`src/rtl/csi2_pkt_ctrl_if.sv`:
```
// AXI4-Stream bundle carrying 32-bit lane-merged CSI-2 words.
// Handshake: a beat moves on a rising edge where tvalid && tready are both high;
// the master holds tdata/tkeep/tstrb/tlast/tuser stable while tvalid && !tready,
// and tvalid may not be withdrawn before the beat is taken.
interface axi4_stream_if;
  logic        tvalid;
  logic        tready;
  logic [31:0] tdata;
  logic [3:0]  tkeep;
  logic [3:0]  tstrb;
  logic        tlast;
  logic        tuser;

  modport master (
    output tvalid, tdata, tkeep, tstrb, tlast, tuser,
    input  tready
  );

  modport slave (
    input  tvalid, tdata, tkeep, tstrb, tlast, tuser,
    output tready
  );
endinterface

```
`src/rtl/csi2_pkt_ctrl.sv`:
```
// CSI-2 packet controller: decodes header words, forwards the payload of
// matching long packets with the CRC stripped, raises frame/line pulses and
// keeps frame/line counters. All other traffic is discarded.
module csi2_pkt_ctrl #(
  parameter logic [1:0] VC        = 2'd0,
  parameter logic [5:0] DATA_TYPE = 6'h2B
) (
  input  logic                clk_i,
  input  logic                rst_n_i,
  axi4_stream_if.slave        pkt_i,
  axi4_stream_if.master       pkt_o,
  output logic                frame_start_o,
  output logic                frame_end_o,
  output logic                line_start_o,
  output logic                len_err_o,
  output logic [15:0]         frame_cnt_o,
  output logic [15:0]         line_cnt_o,
  output logic [1:0]          dbg_state_o
);

  typedef enum logic [1:0] {
    S_HDR  = 2'd0,
    S_PAY  = 2'd1,
    S_DROP = 2'd2
  } state_t;

  state_t      r_state;
  logic [15:0] r_rem;
  logic        r_o_valid;
  logic [31:0] r_o_data;
  logic [3:0]  r_o_keep;
  logic        r_o_last;
  logic        r_fs;
  logic        r_fe;
  logic        r_ls;
  logic        r_err;
  logic [15:0] r_frame_cnt;
  logic [15:0] r_line_cnt;

  logic [5:0]  w_dt;
  logic [1:0]  w_vc;
  logic [15:0] w_wc;
  logic        w_short;
  logic        w_match;
  logic        w_out_free;
  logic        w_in_ready;
  logic        w_acc;
  logic        w_last_pay;
  logic        w_trunc;
  logic [2:0]  w_n;
  logic [3:0]  w_keep_n;
  logic [3:0]  w_keep;
  logic [31:0] w_data;
  logic        w_unused_bits;

  // Header fields; ECC byte is corrected upstream and not looked at here.
  assign w_dt    = pkt_i.tdata[5:0];
  assign w_vc    = pkt_i.tdata[7:6];
  assign w_wc    = pkt_i.tdata[23:8];
  assign w_short = (w_dt[5:4] == 2'b00);
  assign w_match = (w_vc == VC) && (w_dt == DATA_TYPE);

  // Input is only throttled while payload is being pushed into the output register.
  assign w_out_free = !r_o_valid || pkt_o.tready;
  assign w_in_ready = (r_state == S_PAY) ? w_out_free : 1'b1;
  assign w_acc      = pkt_i.tvalid && w_in_ready;
  assign pkt_i.tready = w_in_ready;

  // Payload beat sizing: at most the remaining word-count bytes are kept.
  assign w_last_pay = (r_rem <= 16'd4);
  assign w_n        = w_last_pay ? r_rem[2:0] : 3'd4;
  assign w_trunc    = pkt_i.tlast && !w_last_pay;

  // Low-n byte enables for a payload beat.
  always_comb begin
    w_keep_n = 4'b1111;
    case (w_n)
      3'd1:    w_keep_n = 4'b0001;
      3'd2:    w_keep_n = 4'b0011;
      3'd3:    w_keep_n = 4'b0111;
      default: w_keep_n = 4'b1111;
    endcase
  end

  assign w_keep = w_trunc ? pkt_i.tkeep : w_keep_n;

  // Bytes outside the kept lanes are zeroed so nothing past WC leaks out.
  always_comb begin
    w_data = '0;
    for (int b = 0; b < 4; b++) begin
      if (w_keep[b]) w_data[8*b +: 8] = pkt_i.tdata[8*b +: 8];
    end
  end

  assign w_unused_bits = ^{pkt_i.tstrb, pkt_i.tuser};

  // Packet state machine with registered output beat, pulses and counters.
  always_ff @(posedge clk_i or negedge rst_n_i) begin
    if (!rst_n_i) begin
      r_state     <= S_HDR;
      r_rem       <= '0;
      r_o_valid   <= 1'b0;
      r_o_data    <= '0;
      r_o_keep    <= '0;
      r_o_last    <= 1'b0;
      r_fs        <= 1'b0;
      r_fe        <= 1'b0;
      r_ls        <= 1'b0;
      r_err       <= 1'b0;
      r_frame_cnt <= '0;
      r_line_cnt  <= '0;
    end else begin
      r_fs  <= 1'b0;
      r_fe  <= 1'b0;
      r_ls  <= 1'b0;
      r_err <= 1'b0;
      if (pkt_o.tready) r_o_valid <= 1'b0;
      case (r_state)
        S_HDR: begin
          if (pkt_i.tvalid) begin
            if (w_short) begin
              if (w_vc == VC) begin
                if (w_dt == 6'h00) begin
                  r_fs        <= 1'b1;
                  r_frame_cnt <= r_frame_cnt + 16'd1;
                  r_line_cnt  <= '0;
                end else if (w_dt == 6'h01) begin
                  r_fe <= 1'b1;
                end
              end
              if (!pkt_i.tlast) begin
                r_err   <= 1'b1;
                r_state <= S_DROP;
              end
            end else if (w_match && pkt_i.tlast) begin
              r_err <= 1'b1;
            end else if (w_match && (w_wc != 16'd0)) begin
              r_ls    <= 1'b1;
              if (r_line_cnt != 16'hFFFF) r_line_cnt <= r_line_cnt + 16'd1;
              r_rem   <= w_wc;
              r_state <= S_PAY;
            end else if (!pkt_i.tlast) begin
              r_state <= S_DROP;
            end
          end
        end
        S_PAY: begin
          if (w_acc) begin
            r_o_valid <= 1'b1;
            r_o_data  <= w_data;
            r_o_keep  <= w_keep;
            r_o_last  <= w_last_pay || w_trunc;
            r_rem     <= r_rem - {13'd0, w_n};
            if (w_trunc) begin
              r_err   <= 1'b1;
              r_state <= S_HDR;
            end else if (w_last_pay) begin
              r_state <= pkt_i.tlast ? S_HDR : S_DROP;
            end
          end
        end
        S_DROP: begin
          if (pkt_i.tvalid && pkt_i.tlast) r_state <= S_HDR;
        end
        default: r_state <= S_HDR;
      endcase
    end
  end

  assign pkt_o.tvalid  = r_o_valid;
  assign pkt_o.tdata   = r_o_data;
  assign pkt_o.tkeep   = r_o_keep;
  assign pkt_o.tstrb   = r_o_keep;
  assign pkt_o.tlast   = r_o_last;
  assign pkt_o.tuser   = 1'b0;
  assign frame_start_o = r_fs;
  assign frame_end_o   = r_fe;
  assign line_start_o  = r_ls;
  assign len_err_o     = r_err;
  assign frame_cnt_o   = r_frame_cnt;
  assign line_cnt_o    = r_line_cnt;
  assign dbg_state_o   = r_state;

endmodule

```
`src/flat_wrapper.sv`:
```
// flat-port wrapper written by rule: the top's interface ports become plain ports
module csi2_pkt_ctrl_flat 
#(
  parameter logic [1:0] VC        = 2'd0,
  parameter logic [5:0] DATA_TYPE = 6'h2B
)
  (clk_i, rst_n_i, frame_start_o, frame_end_o, line_start_o, len_err_o, frame_cnt_o, line_cnt_o, dbg_state_o, pkt_i_tvalid, pkt_i_tdata, pkt_i_tkeep, pkt_i_tstrb, pkt_i_tlast, pkt_i_tuser, pkt_i_tready, pkt_o_tvalid, pkt_o_tdata, pkt_o_tkeep, pkt_o_tstrb, pkt_o_tlast, pkt_o_tuser, pkt_o_tready);
  axi4_stream_if pkt_i_i ();
  axi4_stream_if pkt_o_i ();
  input  logic clk_i;
  input  logic rst_n_i;
  output logic frame_start_o;
  output logic frame_end_o;
  output logic line_start_o;
  output logic len_err_o;
  output logic [15:0] frame_cnt_o;
  output logic [15:0] line_cnt_o;
  output logic [1:0] dbg_state_o;
  input wire logic [$bits(pkt_i_i.tvalid)-1:0] pkt_i_tvalid;
  input wire logic [$bits(pkt_i_i.tdata)-1:0] pkt_i_tdata;
  input wire logic [$bits(pkt_i_i.tkeep)-1:0] pkt_i_tkeep;
  input wire logic [$bits(pkt_i_i.tstrb)-1:0] pkt_i_tstrb;
  input wire logic [$bits(pkt_i_i.tlast)-1:0] pkt_i_tlast;
  input wire logic [$bits(pkt_i_i.tuser)-1:0] pkt_i_tuser;
  output wire logic [$bits(pkt_i_i.tready)-1:0] pkt_i_tready;
  output wire logic [$bits(pkt_o_i.tvalid)-1:0] pkt_o_tvalid;
  output wire logic [$bits(pkt_o_i.tdata)-1:0] pkt_o_tdata;
  output wire logic [$bits(pkt_o_i.tkeep)-1:0] pkt_o_tkeep;
  output wire logic [$bits(pkt_o_i.tstrb)-1:0] pkt_o_tstrb;
  output wire logic [$bits(pkt_o_i.tlast)-1:0] pkt_o_tlast;
  output wire logic [$bits(pkt_o_i.tuser)-1:0] pkt_o_tuser;
  input wire logic [$bits(pkt_o_i.tready)-1:0] pkt_o_tready;
  assign pkt_i_i.tvalid = pkt_i_tvalid;
  assign pkt_i_i.tdata = pkt_i_tdata;
  assign pkt_i_i.tkeep = pkt_i_tkeep;
  assign pkt_i_i.tstrb = pkt_i_tstrb;
  assign pkt_i_i.tlast = pkt_i_tlast;
  assign pkt_i_i.tuser = pkt_i_tuser;
  assign pkt_i_tready = pkt_i_i.tready;
  assign pkt_o_tvalid = pkt_o_i.tvalid;
  assign pkt_o_tdata = pkt_o_i.tdata;
  assign pkt_o_tkeep = pkt_o_i.tkeep;
  assign pkt_o_tstrb = pkt_o_i.tstrb;
  assign pkt_o_tlast = pkt_o_i.tlast;
  assign pkt_o_tuser = pkt_o_i.tuser;
  assign pkt_o_i.tready = pkt_o_tready;
  csi2_pkt_ctrl #(.VC(VC), .DATA_TYPE(DATA_TYPE)) u_core (.clk_i(clk_i), .rst_n_i(rst_n_i), .pkt_i(pkt_i_i), .pkt_o(pkt_o_i), .frame_start_o(frame_start_o), .frame_end_o(frame_end_o), .line_start_o(line_start_o), .len_err_o(len_err_o), .frame_cnt_o(frame_cnt_o), .line_cnt_o(line_cnt_o), .dbg_state_o(dbg_state_o));
endmodule
```
`config.mk`:
```
export PLATFORM = sky130hd
export DESIGN_NAME = csi2_pkt_ctrl_flat
export DESIGN_NICKNAME = d
export VERILOG_FILES = /design/src/rtl/csi2_pkt_ctrl_if.sv /design/src/rtl/csi2_pkt_ctrl.sv /design/src/flat_wrapper.sv
export SDC_FILE = /design/constraint.sdc
export NUM_CORES = 1
export LEC_CHECK = 0
export ABC_CLOCK_PERIOD_IN_PS = 2200
export CAP_MARGIN = 20
export CORE_ASPECT_RATIO = 0.5
export CORE_MARGIN = 2
export CORE_UTILIZATION = 45
export CTS_BUF_LIST = sky130_fd_sc_hd__clkbuf_8
export DETAILED_ROUTE_END_ITERATION = 8
export PLACE_DENSITY = 0.86
export SLEW_MARGIN = 20
export SYNTH_ARGS = -nofsm -noshare
export SYNTH_HDL_FRONTEND = slang
export SYNTH_SLANG_ARGS = --single-unit
```
`constraint.sdc`:
```
create_clock -name clk_i -period 2.2 [get_ports clk_i]
set_input_delay 0.44 -clock clk_i [delete_from_list [all_inputs] [get_ports clk_i]]
set_output_delay 0.44 -clock clk_i [all_outputs]
set_load 0.01 [all_outputs]
```
==> run_summary.xml <==
<?xml version="1.0" encoding="UTF-8"?>
<metrics>
  <group name="detailed_routing">
    <metric name="vias" unit="">4947</metric>
    <metric name="detailed_route_wire_length_per_cell" unit="µm">21.5</metric>
    <metric name="drt_first_iter_violations" unit="">634</metric>
    <metric name="vias_per_cell" unit="">6.35</metric>
    <metric name="drtPass1Iterations" unit="">5</metric>
    <metric name="detail-route-antenna-nets" unit="">0</metric>
    <metric name="routed_wl" unit="µm">16800</metric>
    <metric name="post-route-drc-count" unit="">0</metric>
  </group>
  <group name="cells_and_area">
    <metric name="filler_cells" unit="">590</metric>
    <metric name="nNetsFinal" unit="">688</metric>
    <metric name="most-common-layout-cells" unit="">sky130_fd_sc_hd__clkdlybuf4s50_1 (99), sky130_fd_sc_hd__dfrtp_1 (91), sky130_fd_sc_hd__buf_4 (83), sky130_fd_sc_hd__a22o_1 (35), sky130_fd_sc_hd__nor2_1 (28)</metric>
    <metric name="layout-area-overhead-vs-synth" unit="%">55.0</metric>
    <metric name="drive_gt1_share" unit="%">24.1</metric>
    <metric name="antennaDiodeCount" unit="">0</metric>
    <metric name="final_design_area_no_fill" unit="µm²">7010</metric>
    <metric name="commonest_non_fill_non_tap_cell_in_the_layout" unit="">sky130_fd_sc_hd__clkdlybuf4s50_1</metric>
  </group>
  <group name="critical_path">
    <metric name="timing.critical_path.to_type" unit="">flip-flop</metric>
    <metric name="worstPathCellList" unit="">clkdlybuf4s50_1 &gt; nor3b_4 &gt; nand4_1 &gt; inv_2 &gt; a41oi_4 &gt; buf_6 &gt; buf_16 &gt; or4_1 &gt; a21oi_2</metric>
    <metric name="crit_path_largest_cell_delay" unit="ns">0.52</metric>
    <metric name="ff2ff_setup_slack" unit="ns">-0.04</metric>
    <metric name="critPathRequiredTime" unit="ns">2.52</metric>
    <metric name="cp_num_buf_inv" unit="">4</metric>
    <metric name="rr_worst_depth" unit="">9</metric>
    <metric name="critPathSlowestCell" unit="">sky130_fd_sc_hd__clkdlybuf4s50_1</metric>
    <metric name="crit_path_end" unit="">u_core.line_cnt_o[13]$_DFFE_PN0P_</metric>
    <metric name="criticalPathCategory" unit="">in2reg</metric>
    <metric name="critical_path_arrival" unit="ns">2.59</metric>
    <metric name="critical_path.reg2reg.startpoint" unit="">u_core.dbg_state_o[1]$_DFFE_PN0P_</metric>
    <metric name="cp.depth" unit="">9</metric>
    <metric name="crit_path_max_fanout" unit="">5</metric>
    <metric name="critical_path.startpoint_type" unit="">primary input</metric>
    <metric name="r2r-end" unit="">u_core.line_cnt_o[13]$_DFFE_PN0P_</metric>
    <metric name="timing.critical_path.from" unit="">pkt_i_tvalid</metric>
    <metric name="worst_path_dominant_cell_family" unit="">buffers and inverters</metric>
  </group>
  <group name="yosys">
    <metric name="synth_top_flop_cell" unit="">sky130_fd_sc_hd__dfrtp_1</metric>
    <metric name="synth-async-reset-ratio" unit="%">100</metric>
    <metric name="syn_area" unit="µm²">4520</metric>
    <metric name="postSynthRegisterBits" unit="">92</metric>
    <metric name="synth_seq_area_share" unit="%">50.9</metric>
    <metric name="synth_area_per_cell" unit="µm²">10.3</metric>
    <metric name="postSynthCellCount" unit="">438</metric>
    <metric name="synth_cell_type_count" unit="">58</metric>
    <metric name="yosysWarnings" unit="">0</metric>
    <metric name="count_of_flip_flops_with_a_built_in_enable_after_synthesis" unit="">0</metric>
  </group>
  <group name="power_and_ir_drop">
    <metric name="totalPowerFinal" unit="W">0.00330</metric>
    <metric name="p_sw_share" unit="%">26.7</metric>
    <metric name="power.share.clock" unit="%">37.6</metric>
    <metric name="power.density" unit="nW/µm²">470</metric>
    <metric name="vdd_drop_max" unit="mV">0.353</metric>
    <metric name="seq_power_share" unit="%">52.5</metric>
    <metric name="intPower" unit="W">0.00242</metric>
    <metric name="comb_power_share" unit="%">9.9</metric>
    <metric name="net-switching-power" unit="W">0.000880</metric>
    <metric name="leakagePower" unit="nW">3.16</metric>
  </group>
  <group name="floorplan">
    <metric name="floorplan.initialDensity" unit="%">47.1</metric>
    <metric name="pin_count" unit="">128</metric>
    <metric name="placeableCoreArea" unit="µm²">9600</metric>
    <metric name="rows" unit="">25</metric>
    <metric name="dieArea" unit="µm²">10900</metric>
    <metric name="die_outline_height" unit="µm">74.9</metric>
    <metric name="die_w" unit="µm">146</metric>
  </group>
  <group name="clocking">
    <metric name="clk-insertion-delay-late" unit="ns">0.39</metric>
    <metric name="cts-htree-levels" unit="">3</metric>
    <metric name="tritoncts.num_buffers" unit="">9</metric>
    <metric name="cts_root_buf" unit="">sky130_fd_sc_hd__clkbuf_8</metric>
    <metric name="tritoncts" unit="">built</metric>
    <metric name="cts-root-to-sink-buffers" unit="">2</metric>
    <metric name="clk_transition_reported_paths" unit="ns">0.10</metric>
    <metric name="cts_hold_buf" unit="">0</metric>
    <metric name="cts_num_sinks" unit="">92</metric>
  </group>
  <group name="status">
    <metric name="violated_checks" unit="">setup timing</metric>
    <metric name="run_status" unit="">finished with violations</metric>
  </group>
  <group name="global_route">
    <metric name="grt_remaining_overflow" unit="">0</metric>
    <metric name="number_of_global_route_vias_before_repair" unit="">4485</metric>
    <metric name="grt_start_max_net_pins" unit="">41</metric>
    <metric name="grt_first_pass_wirelength" unit="µm">22800</metric>
    <metric name="grt_use_total" unit="%">26.6</metric>
    <metric name="antenna_violations_before_repair" unit="">0</metric>
  </group>
  <group name="timing">
    <metric name="final.setup_skew" unit="ns">0.0103</metric>
    <metric name="period_minus_slack" unit="ns">2.27</metric>
    <metric name="report.final.slew_viol_count" unit="">0</metric>
    <metric name="final_min_period_over_clock_period" unit="%">103</metric>
    <metric name="setup_viol_count_final" unit="">12</metric>
    <metric name="timing.final.ws_setup" unit="ns">-0.0674</metric>
    <metric name="clock.fmax" unit="MHz">441</metric>
    <metric name="timing.slew.headroom" unit="%">64.5</metric>
    <metric name="hold_violations" unit="">0</metric>
    <metric name="worst-slew-pin-transition" unit="ns">0.530</metric>
  </group>
  <group name="worst_hold_path">
    <metric name="hold_class" unit="">in2async</metric>
  </group>
  <group name="placed_design">
    <metric name="dp_hpwl" unit="µm">9690</metric>
    <metric name="gp_congestion" unit="">0.856</metric>
    <metric name="port-buffer-count" unit="">121</metric>
    <metric name="dpl-instance-area" unit="µm²">6420</metric>
  </group>
  <group name="job">
    <metric name="maxCapViolations" unit="">0</metric>
  </group>
</metrics>
[flip-flops by register name, indices dropped and copies added, names as in the netlist, 2 cells and up]
| signal | cells |
|---|---|
| u_core.line_cnt_o | 16 |
| u_core.dbg_state_o | 2 |
| u_core.r_rem | 16 |
| u_core.pkt_o.tdata | 32 |
| u_core.pkt_o.tkeep | 4 |
| u_core.frame_cnt_o | 16 |
[repair_timing]
| action | CTS | global route |
|---|---|---|
| hold endpoints to repair | 0 | 0 |
| pin swaps | 14 | 17 |
| cloned | 2 | 0 |
| buffers inserted | 7 | 5 |
| gates resized for setup | 18 | 51 |
| endpoints found under the setup margin | 34 | 68 |
[worst register-to-register path, cell delays in order (launching register included)]
cell                      delay [ns]
sky130_fd_sc_hd__dfrtp_2        0.43
sky130_fd_sc_hd__buf_6          0.14
sky130_fd_sc_hd__nor3b_4        0.22
sky130_fd_sc_hd__nand4_1        0.19
sky130_fd_sc_hd__inv_2          0.16
sky130_fd_sc_hd__a41oi_4        0.07
sky130_fd_sc_hd__buf_6          0.18
sky130_fd_sc_hd__buf_16         0.13
sky130_fd_sc_hd__or4_1          0.52
sky130_fd_sc_hd__a21oi_2        0.14
[cell usage after synthesis, types with 3 or more instances]
| library cell | instances | area, µm² |
|---|---|---|
| sky130_fd_sc_hd__xnor2_1 | 12 | 105 |
| sky130_fd_sc_hd__a31oi_1 | 4 | 25.0 |
| sky130_fd_sc_hd__a22o_1 | 35 | 307 |
| sky130_fd_sc_hd__nand2_1 | 22 | 82.6 |
| sky130_fd_sc_hd__nor3_1 | 9 | 45.0 |
| sky130_fd_sc_hd__and4_1 | 3 | 26.3 |
| sky130_fd_sc_hd__a21oi_1 | 25 | 125 |
| sky130_fd_sc_hd__buf_4 | 5 | 37.5 |
| sky130_fd_sc_hd__nand3_1 | 18 | 90.1 |
| sky130_fd_sc_hd__o211ai_1 | 3 | 22.5 |
| sky130_fd_sc_hd__nand2b_1 | 6 | 37.5 |
| sky130_fd_sc_hd__a211oi_1 | 8 | 60.1 |
| sky130_fd_sc_hd__nand4_1 | 15 | 93.8 |
| sky130_fd_sc_hd__buf_2 | 4 | 20.0 |
| sky130_fd_sc_hd__o22ai_1 | 6 | 37.5 |
| sky130_fd_sc_hd__o31ai_1 | 12 | 90.1 |
| sky130_fd_sc_hd__o21ai_0 | 13 | 65.1 |
| sky130_fd_sc_hd__inv_1 | 11 | 41.3 |
| sky130_fd_sc_hd__ha_1 | 3 | 37.5 |
| sky130_fd_sc_hd__and3_1 | 8 | 50.1 |
| sky130_fd_sc_hd__or4_1 | 13 | 97.6 |
| sky130_fd_sc_hd__clkbuf_1 | 16 | 60.1 |
| sky130_fd_sc_hd__a2bb2oi_1 | 4 | 35.0 |
| sky130_fd_sc_hd__a21o_1 | 6 | 45.0 |
| sky130_fd_sc_hd__nor2_1 | 29 | 109 |
| sky130_fd_sc_hd__nor4_1 | 11 | 68.8 |
| sky130_fd_sc_hd__dfrtp_1 | 92 | 2300 |
| sky130_fd_sc_hd__or2_2 | 5 | 31.3 |
| sky130_fd_sc_hd__xor2_1 | 5 | 43.8 |
[layer usage]
metal	global-route usage, %	vias up	wire (µm)
met2	46.4	345	8270
met1	32.8	2436	6530
met5	0	-	0
li1	-	2079	-
met3	6.18	87	1270
met4	11.8	0	704
[power groups by stage]
stage          Sequential (W)  Clock (W)  Combinational, W
5_1_grt               0.00173    0.00129          0.000346
6_report              0.00173    0.00124          0.000325
3_3_place_gp          0.00176          0          0.000287
3_5_place_dp          0.00176          0          0.000296
2_1_floorplan         0.00176          0         0.0000729
4_1_cts               0.00173    0.00121          0.000305
[cell type report]
type / count / area (µm²) / share of cell area, %
Tap cell: 135 / 169 / 2.41
Timing Repair Buffer: 215 / 2060 / 29.4
Sequential cell: 92 / 2300 / 32.9
Inverter: 11 / 41.3 / 0.589
Clock buffer: 9 / 124 / 1.77
Clock inverter: 7 / 80.1 / 1.14
Multi-Input combinational cell: 310 / 2230 / 31.8
[worst min path at each step]
stage	from	end	slack, ns	cells past startpoint
after floorplan	rst_n_i	u_core.dbg_state_o[0]$_DFFE_PN0P_	0.14	0
after global placement	rst_n_i	u_core.pkt_o.tdata[15]$_DFFE_PN0P_	0.44	1
after detailed placement	rst_n_i	u_core.pkt_o.tdata[12]$_DFFE_PN0P_	0.44	1
after CTS	rst_n_i	u_core.line_cnt_o[3]$_DFFE_PN0P_	0.04	1
after global routing	rst_n_i	u_core.pkt_o.tdata[9]$_DFFE_PN0P_	0.04	1
final	rst_n_i	u_core.r_rem[12]$_DFFE_PN0P_	0.03	1
[logic make-up (layout without fill, tap and decap cells)]
family,Yosys count,after routing,synth area share [%]
fa+ha+maj,3,3,0.830
simple gates,154,154,19.4
buf+inv,37,242,3.63
xor+xnor,17,17,3.29
other cells,1,2,0.0830
compound gates,134,134,21.8
flops,92,92,50.9
[metrics by stage]
step | utilization, % | TNS, ns | setup slack, ns | hold WS [ns] | std cells
floorplan | - | 0 | 0.0191 | 0.144 | 439
global placement | 66.8 | -19.86 | -0.462 | 0.438 | 749
detailed placement | 66.8 | -24.97 | -0.566 | 0.445 | 749
CTS | 70.7 | 0 | 0.00275 | 0.0390 | 774
global route | 73.0 | -2.21 | -0.141 | 0.0435 | 779
finish | 73.0 | -0.464 | -0.0674 | 0.0268 | 779
Power figures use the tool's default switching activity.
